==> src/rtl/y86_pkg.sv <==
// Shared Y86 definitions: instruction codes and the longest encoding in bytes.
package y86_pkg;

    localparam int IMAX_LEN = 6;

    typedef logic [3:0] icode_t;

    localparam icode_t I_HALT   = 4'h0;
    localparam icode_t I_NOP    = 4'h1;
    localparam icode_t I_RRMOVL = 4'h2;
    localparam icode_t I_IRMOVL = 4'h3;
    localparam icode_t I_RMMOVL = 4'h4;
    localparam icode_t I_MRMOVL = 4'h5;
    localparam icode_t I_OPL    = 4'h6;
    localparam icode_t I_JXX    = 4'h7;
    localparam icode_t I_CALL   = 4'h8;
    localparam icode_t I_RET    = 4'h9;
    localparam icode_t I_PUSHL  = 4'hA;
    localparam icode_t I_POPL   = 4'hB;

endpackage

==> src/rtl/ilen_decode.sv <==
// Combinational icode -> instruction length decode; undefined codes decode as
// 1-byte instructions with invalid set.
module ilen_decode
    import y86_pkg::*;
(
    input  logic [3:0] icode,
    output logic [2:0] ilen,
    output logic       invalid
);

    always_comb begin
        ilen    = 3'd1;
        invalid = 1'b0;
        case (icode)
            I_HALT, I_NOP, I_RET:               ilen = 3'd1;
            I_RRMOVL, I_OPL, I_PUSHL, I_POPL:   ilen = 3'd2;
            I_JXX, I_CALL:                      ilen = 3'd5;
            I_IRMOVL, I_RMMOVL, I_MRMOVL:       ilen = 3'd6;
            default:                            invalid = 1'b1;
        endcase
    end

endmodule

==> src/rtl/ifetch_align.sv <==
// Byte-serial instruction fetch feeding an alignment buffer; presents the head
// instruction as B0..B5 with pc/valP/ilen, and handles redirect and halt.
module ifetch_align
    import y86_pkg::*;
#(
    parameter logic [31:0] RESET_PC  = 32'h0000_0000,
    parameter int          BUF_BYTES = 8
) (
    input  logic        clk,
    input  logic        rst,
    output logic [31:0] imem_addr,
    output logic        imem_rd,
    input  logic [7:0]  imem_rdata,
    input  logic        redirect,
    input  logic [31:0] redirect_pc,
    output logic        out_valid,
    input  logic        out_ready,
    output logic [7:0]  B0,
    output logic [7:0]  B1,
    output logic [7:0]  B2,
    output logic [7:0]  B3,
    output logic [7:0]  B4,
    output logic [7:0]  B5,
    output logic [2:0]  ilen,
    output logic [31:0] pc,
    output logic [31:0] valP,
    output logic        instr_invalid,
    output logic        halted
);

    localparam int CW = $clog2(BUF_BYTES + 1);

    logic [31:0]   fetch_pc_q, fetch_pc_d;
    logic [31:0]   head_pc_q, head_pc_d;
    logic [7:0]    abuf_q [BUF_BYTES];
    logic [7:0]    abuf_d [BUF_BYTES];
    logic [CW-1:0] count_q, count_d;
    logic          inflight_q;
    logic          kill_q, kill_d;
    logic          halted_q, halted_d;

    logic [2:0]    head_len;
    logic          head_invalid;
    logic          fire;
    logic          is_halt;
    logic          append;
    logic [CW-1:0] consumed;
    logic [CW-1:0] wr_idx;
    logic [CW:0]   occupancy;
    logic [7:0]    out_bytes [IMAX_LEN];

    ilen_decode u_ilen_decode (
        .icode   (abuf_q[0][7:4]),
        .ilen    (head_len),
        .invalid (head_invalid)
    );

    // Counting in-flight bytes against the depth reserves a slot for every
    // byte already requested, so an append can never overflow.
    assign occupancy = {1'b0, count_q} + {{CW{1'b0}}, inflight_q};
    assign imem_rd   = !rst && !halted_q && !redirect && (occupancy < (CW+1)'(BUF_BYTES));
    assign imem_addr = fetch_pc_q;

    assign out_valid = (count_q != '0) && (count_q >= CW'(head_len)) && !halted_q;
    assign fire      = out_valid && out_ready;
    assign is_halt   = (abuf_q[0][7:4] == I_HALT);
    assign consumed  = fire ? CW'(head_len) : '0;
    assign append    = inflight_q && !kill_q;
    assign wr_idx    = count_q - consumed;

    always_comb begin
        for (int i = 0; i < BUF_BYTES; i++) begin
            abuf_d[i] = 8'h00;
            for (int j = 0; j < BUF_BYTES; j++) begin
                if (j - i == int'(consumed)) abuf_d[i] = abuf_q[j];
            end
            if (append && (CW'(i) == wr_idx)) abuf_d[i] = imem_rdata;
        end
        count_d    = count_q - consumed + {{(CW-1){1'b0}}, append};
        fetch_pc_d = imem_rd ? fetch_pc_q + 32'd1 : fetch_pc_q;
        head_pc_d  = fire ? head_pc_q + {29'd0, head_len} : head_pc_q;
        halted_d   = halted_q;
        kill_d     = 1'b0;

        if (redirect) begin
            for (int i = 0; i < BUF_BYTES; i++) abuf_d[i] = 8'h00;
            count_d    = '0;
            fetch_pc_d = redirect_pc;
            head_pc_d  = redirect_pc;
            halted_d   = 1'b0;
            kill_d     = inflight_q;
        end else if (fire && is_halt) begin
            // The read issued alongside the halt transfer must not land later.
            for (int i = 0; i < BUF_BYTES; i++) abuf_d[i] = 8'h00;
            count_d  = '0;
            halted_d = 1'b1;
            kill_d   = imem_rd;
        end
    end

    always_ff @(posedge clk) begin
        if (rst) begin
            for (int i = 0; i < BUF_BYTES; i++) abuf_q[i] <= 8'h00;
            fetch_pc_q <= RESET_PC;
            head_pc_q  <= RESET_PC;
            count_q    <= '0;
            inflight_q <= 1'b0;
            kill_q     <= 1'b0;
            halted_q   <= 1'b0;
        end else begin
            for (int i = 0; i < BUF_BYTES; i++) abuf_q[i] <= abuf_d[i];
            fetch_pc_q <= fetch_pc_d;
            head_pc_q  <= head_pc_d;
            count_q    <= count_d;
            inflight_q <= imem_rd;
            kill_q     <= kill_d;
            halted_q   <= halted_d;
        end
    end

    always_comb begin
        for (int i = 0; i < IMAX_LEN; i++) begin
            out_bytes[i] = (i < int'(head_len)) ? abuf_q[i] : 8'h00;
        end
    end

    assign B0            = out_bytes[0];
    assign B1            = out_bytes[1];
    assign B2            = out_bytes[2];
    assign B3            = out_bytes[3];
    assign B4            = out_bytes[4];
    assign B5            = out_bytes[5];
    assign ilen          = head_len;
    assign pc            = head_pc_q;
    assign valP          = head_pc_q + {29'd0, head_len};
    assign instr_invalid = head_invalid;
    assign halted        = halted_q;

endmodule

==> config.mk <==
export PLATFORM = sky130hd
export DESIGN_NAME = ifetch_align
export DESIGN_NICKNAME = d
export VERILOG_FILES = /design/src/rtl/y86_pkg.sv /design/src/rtl/ilen_decode.sv /design/src/rtl/ifetch_align.sv
export SDC_FILE = /design/constraint.sdc
export NUM_CORES = 1
export LEC_CHECK = 0
export BUFFER_PORTS_ARGS = -buffer_cell sky130_fd_sc_hd__buf_2
export CORE_ASPECT_RATIO = 0.7
export CORE_MARGIN = 4
export CORE_UTILIZATION = 55
export DETAILED_ROUTE_END_ITERATION = 8
export GPL_TIMING_DRIVEN = 0
export PLACE_DENSITY = 0.8
export SLEW_MARGIN = 20
export SYNTH_ARGS = -nofsm -noshare
export SYNTH_HDL_FRONTEND = slang
export SYNTH_HIERARCHICAL = 1
export SYNTH_SLANG_ARGS = --single-unit
==> constraint.sdc <==
create_clock -name clk -period 6.9 [get_ports clk]
set_input_delay 0 -clock clk [delete_from_list [all_inputs] [get_ports clk]]
set_output_delay 0 -clock clk [all_outputs]
set_load 0.01 [all_outputs]
==> results.md <==
Status:
- The flow ran to the end, and the final reports show no timing, DRC or antenna violations.

Finish:
- Compared with the post-synthesis result, the final layout area differs by 24.1%.
- The post-layout utilization of the core is 0.694.
- The repair_antennas step left the layout with diodes totalling 0.
- Of the cells placed in the final design, the portion with a size suffix greater than 1 is 0.170.
- The number of nets in the layout is 1630.

Logic synthesis:
- The area share of xor/xnor cells in the synthesized design is 0.0584.
- The net count after synthesis is 1374.
- The main flop type after synthesis is sky130_fd_sc_hd__dfxtp_1.
- Of the total synthesized cell area, the portion taken by full adders, half adders and majority gates is 0.0237.
- The synthesized area is 9600 µm².
- The share of flip-flops with an asynchronous set or reset is 0.
- The number of flops mapped to enable cells by yosys is 0.
- Of the total synthesized cell area, the portion taken by AND, OR, NAND and NOR gates is 0.263.
- Counting every instance in the synthesized netlist gives 1313.
- The synthesized-area fraction occupied by ao, oa, aoi and oai cells is 0.292.
- The number of warnings issued by yosys is 6.
- The share of the Yosys chip area taken by registers is 0.281.
- After synthesis the netlist holds a flip-flop and latch count of 135.
- The number of unique standard cell types used by synthesis is 69.
- After synthesis, the largest family of logic cells by area is compound AO/OA/AOI/OAI gates.
- After synthesis, the mean cell area works out to 7.31 µm².
- After synthesis, the share of cell area in mux cells is 0.0266.

Timing:
- For the final routed database, the setup TNS stands at 0 ns.
- The worst pin sits at a relative slew slack of 0.187.
- The number of failing setup endpoints in the final timing report is 0.
- The ratio of final minimum period to clock period is 0.959.
- The number of max-slew violations in the final report is 0.
- Clock skew on the completed layout was measured at 0.0170 ns.
- The count of endpoints failing hold in the final timing report is 0.
- The smallest clock period supported by the final layout is computed as 6.62 ns.
- For the pin with the worst max-slew slack, the measured transition is 1.22 ns.
- The achievable frequency is 151 MHz.
- Setup repair after global routing left no endpoint under its margin.

Placement:
- The congestion estimate from routability-driven global placement came to 1.15.
- The total of buffers placed on input and output ports is 194.
- The total half-perimeter wirelength after legalization and detailed placement is 33.4 mm.

Critical path:
- Data arrives at the worst endpoint at 6.91 ns.
- The register-to-register setup slack is 0.28 ns.
- The sort of element at the end of the critical path is a register.
- The worst setup path is launched from a register.
- The start-to-end type of the worst setup path is register to register.
- The startpoint identified for the worst register-to-register timing path is abuf_q[0][5].
- The critical-path maximum fanout is 16.
- For the worst flop-to-flop path, the logic depth is 18.
- The worst flop-to-flop path endpoint is abuf_q[1][7].
- The data required time of the worst path is 7.19 ns.

Route:
- The total length of routed wires is 45.9 mm.
- For this run, design rule violations remaining after detail routing come to 0.
- The routed layout has 12600 vias.
- The vias per cell is 6.95.
- The count of TritonRoute iterations in the first routing pass is 6.
- The antenna violation net count after detailed routing is 0.
- The detailed router finished its first iteration with 2492 violations.
- After detailed routing, the average wire length per cell comes to 25.4 µm.

Power and ir drop:
- The total power density per cell area is 183 nW/µm².
- The static leakage is 4.61 nW.
- Across the VDD grid, the largest voltage drop is 130 µV.

Global routing:
- The wire length of the first global-routing pass is 68.6 mm.
- The initial antenna violation count was 2.
- The maximum number of pins on one net before global-route repair is 17.
- The via count of the first global-routing pass is 11400.
- The total grt overflow is 0.
- For this run, the total global-route usage over all layers was measured as 0.444.

CTS:
- The clock insertion delay at the later pin of the skew report is 0.44 ns.
- Post-CTS timing repair inserted 0 buffers for setup.
- The clock-pin slew on the worst setup and hold paths is 0.06 ns.
- The total clock buffers created by CTS is 17.
- The number of buffers on the longest clock path is 2.
- CTS saw 135 sinks.
- TritonCTS built the clock tree.
- In this run the clock root is driven by a sky130_fd_sc_hd__clkbuf_16.
- In this run the number of H-tree levels came out at 4.

Floorplanning:
- The die extent in y is 119 µm.
- The die extent in x is 166 µm.
- For this design the top-level I/O count stands at 195.
- For this configuration, the core starts out at a cell density of 0.559.
- In this run the standard cell core region covers 17200 µm².
- The floorplan step defined a die boundary enclosing 19700 µm².
- After floorplanning, the core was divided into 40 placement rows.

Worst hold path:
- The worst hold path begins at out_ready.
- The tightest min-delay check is of the primary input to register type.
- The instance count along the most critical hold path is 6.
- For hold timing, the worst endpoint is halted.

Run:
- The number of max-capacitance violations reported is 0.
## synth_stat cells, drive strengths merged, types with 22 or more instances
cell	number	area (µm²)
xor2	33	289
inv	30	113
nand3	58	290
a211oi	36	270
o211ai	24	180
clkbuf	89	334
dfxtp	135	2700
xnor2	31	272
o21ai	89	445
o22ai	29	225
nor3	30	150
nand2	133	499
a31oi	30	188
and2	23	145
and3	30	193
nand4	25	156
a221oi	31	272
a21oi	63	315
nor2	154	578
o2bb2ai	22	193
## metrics by stage
stage                     hold slack, ns  total power, mW  cell area (µm²)  instances  setup WS, ns
after global routing               0.373             2.22            11900       1811        0.0286
after floorplan                    0.136             1.04             9600       1313          1.87
after detailed placement           0.284             1.18            10900       1740        -0.145
final                              0.337             2.18            11900       1811         0.280
after global placement             0.278             1.18            10900       1738        0.0441
after CTS                          0.312             2.14            11900       1812         0.208
## area by class of cell
type / instances / area (µm²)
Buffer: 104 / 402
Clock buffer: 17 / 425
Clock inverter: 13 / 169
Tap cell: 231 / 289
Inverter: 32 / 120
Timing Repair Buffer: 238 / 1400
Multi-Input combinational cell: 1041 / 6400
Sequential cell: 135 / 2700
Fill cell: 1419 / 5250
## logic make-up (layout without fill, tap and decap cells)
family | count (synthesis) | count (layout)
flops | 135 | 135
buf+inv | 137 | 404
mux | 24 | 24
simple gates | 527 | 527
fa+ha+maj | 17 | 17
compound gates | 409 | 409
xor+xnor | 64 | 64
## where the power goes
part           leakage, nW  switching [mW]  internal (mW)  total (mW)
sequential            1.10          0.0409          0.807       0.848
clock                0.291           0.398          0.570       0.968
combinational         3.22           0.235          0.125       0.360
## worst max path at each step
stage	start	to	slack, ns	cells after the start
after floorplan	abuf_q[0][5]	abuf_q[1][5]	1.87	20
after global placement	abuf_q[0][5]	abuf_q[1][5]	0.04	19
after detailed placement	abuf_q[0][5]	abuf_q[1][7]	-0.14	19
after CTS	abuf_q[0][5]	abuf_q[0][16]	0.21	21
after global routing	abuf_q[0][5]	abuf_q[0][13]	0.03	18
final	abuf_q[0][5]	abuf_q[1][7]	0.28	18
## worst max-delay path: stages (launching register included)
cell and delay (ns):
sky130_fd_sc_hd__dfxtp_1 0.49, sky130_fd_sc_hd__a21oi_1 0.14, sky130_fd_sc_hd__mux2_2 0.45, sky130_fd_sc_hd__inv_1 0.31, sky130_fd_sc_hd__clkbuf_1 0.52, sky130_fd_sc_hd__ha_1 0.37
sky130_fd_sc_hd__a311oi_1 0.30, sky130_fd_sc_hd__clkbuf_2 0.32, sky130_fd_sc_hd__nor2_1 0.21, sky130_fd_sc_hd__buf_1 0.36, sky130_fd_sc_hd__nand2_1 0.22, sky130_fd_sc_hd__inv_1 0.12
sky130_fd_sc_hd__fa_1 0.58, sky130_fd_sc_hd__clkinv_1 0.28, sky130_fd_sc_hd__nor3_2 0.69, sky130_fd_sc_hd__nand3_1 0.42, sky130_fd_sc_hd__clkbuf_1 0.36, sky130_fd_sc_hd__o21ai_0 0.24
sky130_fd_sc_hd__a31oi_1 0.08
## layout by cell type (no fill, tap or decap), types with 9 or more instances in the layout
master / count
sky130_fd_sc_hd__dfxtp_1: 135
sky130_fd_sc_hd__and3_1: 29
sky130_fd_sc_hd__dlygate4sd3_1: 42
sky130_fd_sc_hd__o211ai_1: 24
sky130_fd_sc_hd__buf_1: 11
sky130_fd_sc_hd__or3_1: 13
sky130_fd_sc_hd__nor3_1: 28
sky130_fd_sc_hd__a21oi_1: 63
sky130_fd_sc_hd__nor4_1: 12
sky130_fd_sc_hd__a211oi_1: 36
sky130_fd_sc_hd__nor2_1: 154
sky130_fd_sc_hd__xor2_1: 33
sky130_fd_sc_hd__nand2_1: 133
sky130_fd_sc_hd__nand3_1: 58
sky130_fd_sc_hd__clkbuf_16: 17
sky130_fd_sc_hd__xnor2_1: 31
sky130_fd_sc_hd__o2bb2ai_1: 22
sky130_fd_sc_hd__nor2b_1: 14
sky130_fd_sc_hd__a221oi_1: 31
sky130_fd_sc_hd__inv_1: 30
sky130_fd_sc_hd__o22ai_1: 22
sky130_fd_sc_hd__a21boi_0: 11
sky130_fd_sc_hd__mux2i_1: 12
sky130_fd_sc_hd__a21o_1: 15
sky130_fd_sc_hd__mux2_2: 12
sky130_fd_sc_hd__a31oi_1: 30
sky130_fd_sc_hd__clkbuf_1: 86
sky130_fd_sc_hd__buf_2: 200
sky130_fd_sc_hd__o311ai_0: 15
sky130_fd_sc_hd__or4_1: 9
sky130_fd_sc_hd__ha_1: 15
sky130_fd_sc_hd__o21ai_0: 87
sky130_fd_sc_hd__and2_1: 20
sky130_fd_sc_hd__nand4_1: 25
## registers in the layout (all words and copies together) (netlist names)
signal,count
halted,1
abuf_q,64
kill_q,1
count_q,4
inflight_q,1
pc,32
imem_addr,32
## what timing repair did
| item | 4_1_cts | 5_1_grt |
|---|---|---|
| hold buffers | 42 | 0 |
| resized for setup | 1 | 4 |
| endpoints found under the hold margin | 82 | 0 |
| endpoints found under the setup margin | 7 | 37 |
## layer usage
layer  up-vias  wire [µm]  global-route usage
met5         -         27              0.0128
met4         4       1880               0.152
met3       216       8930               0.227
met2      1217      17000               0.573
met1      5780      18100               0.625
li1       5374          -                   -
Note: power is estimated with default switching activity, not from simulation.
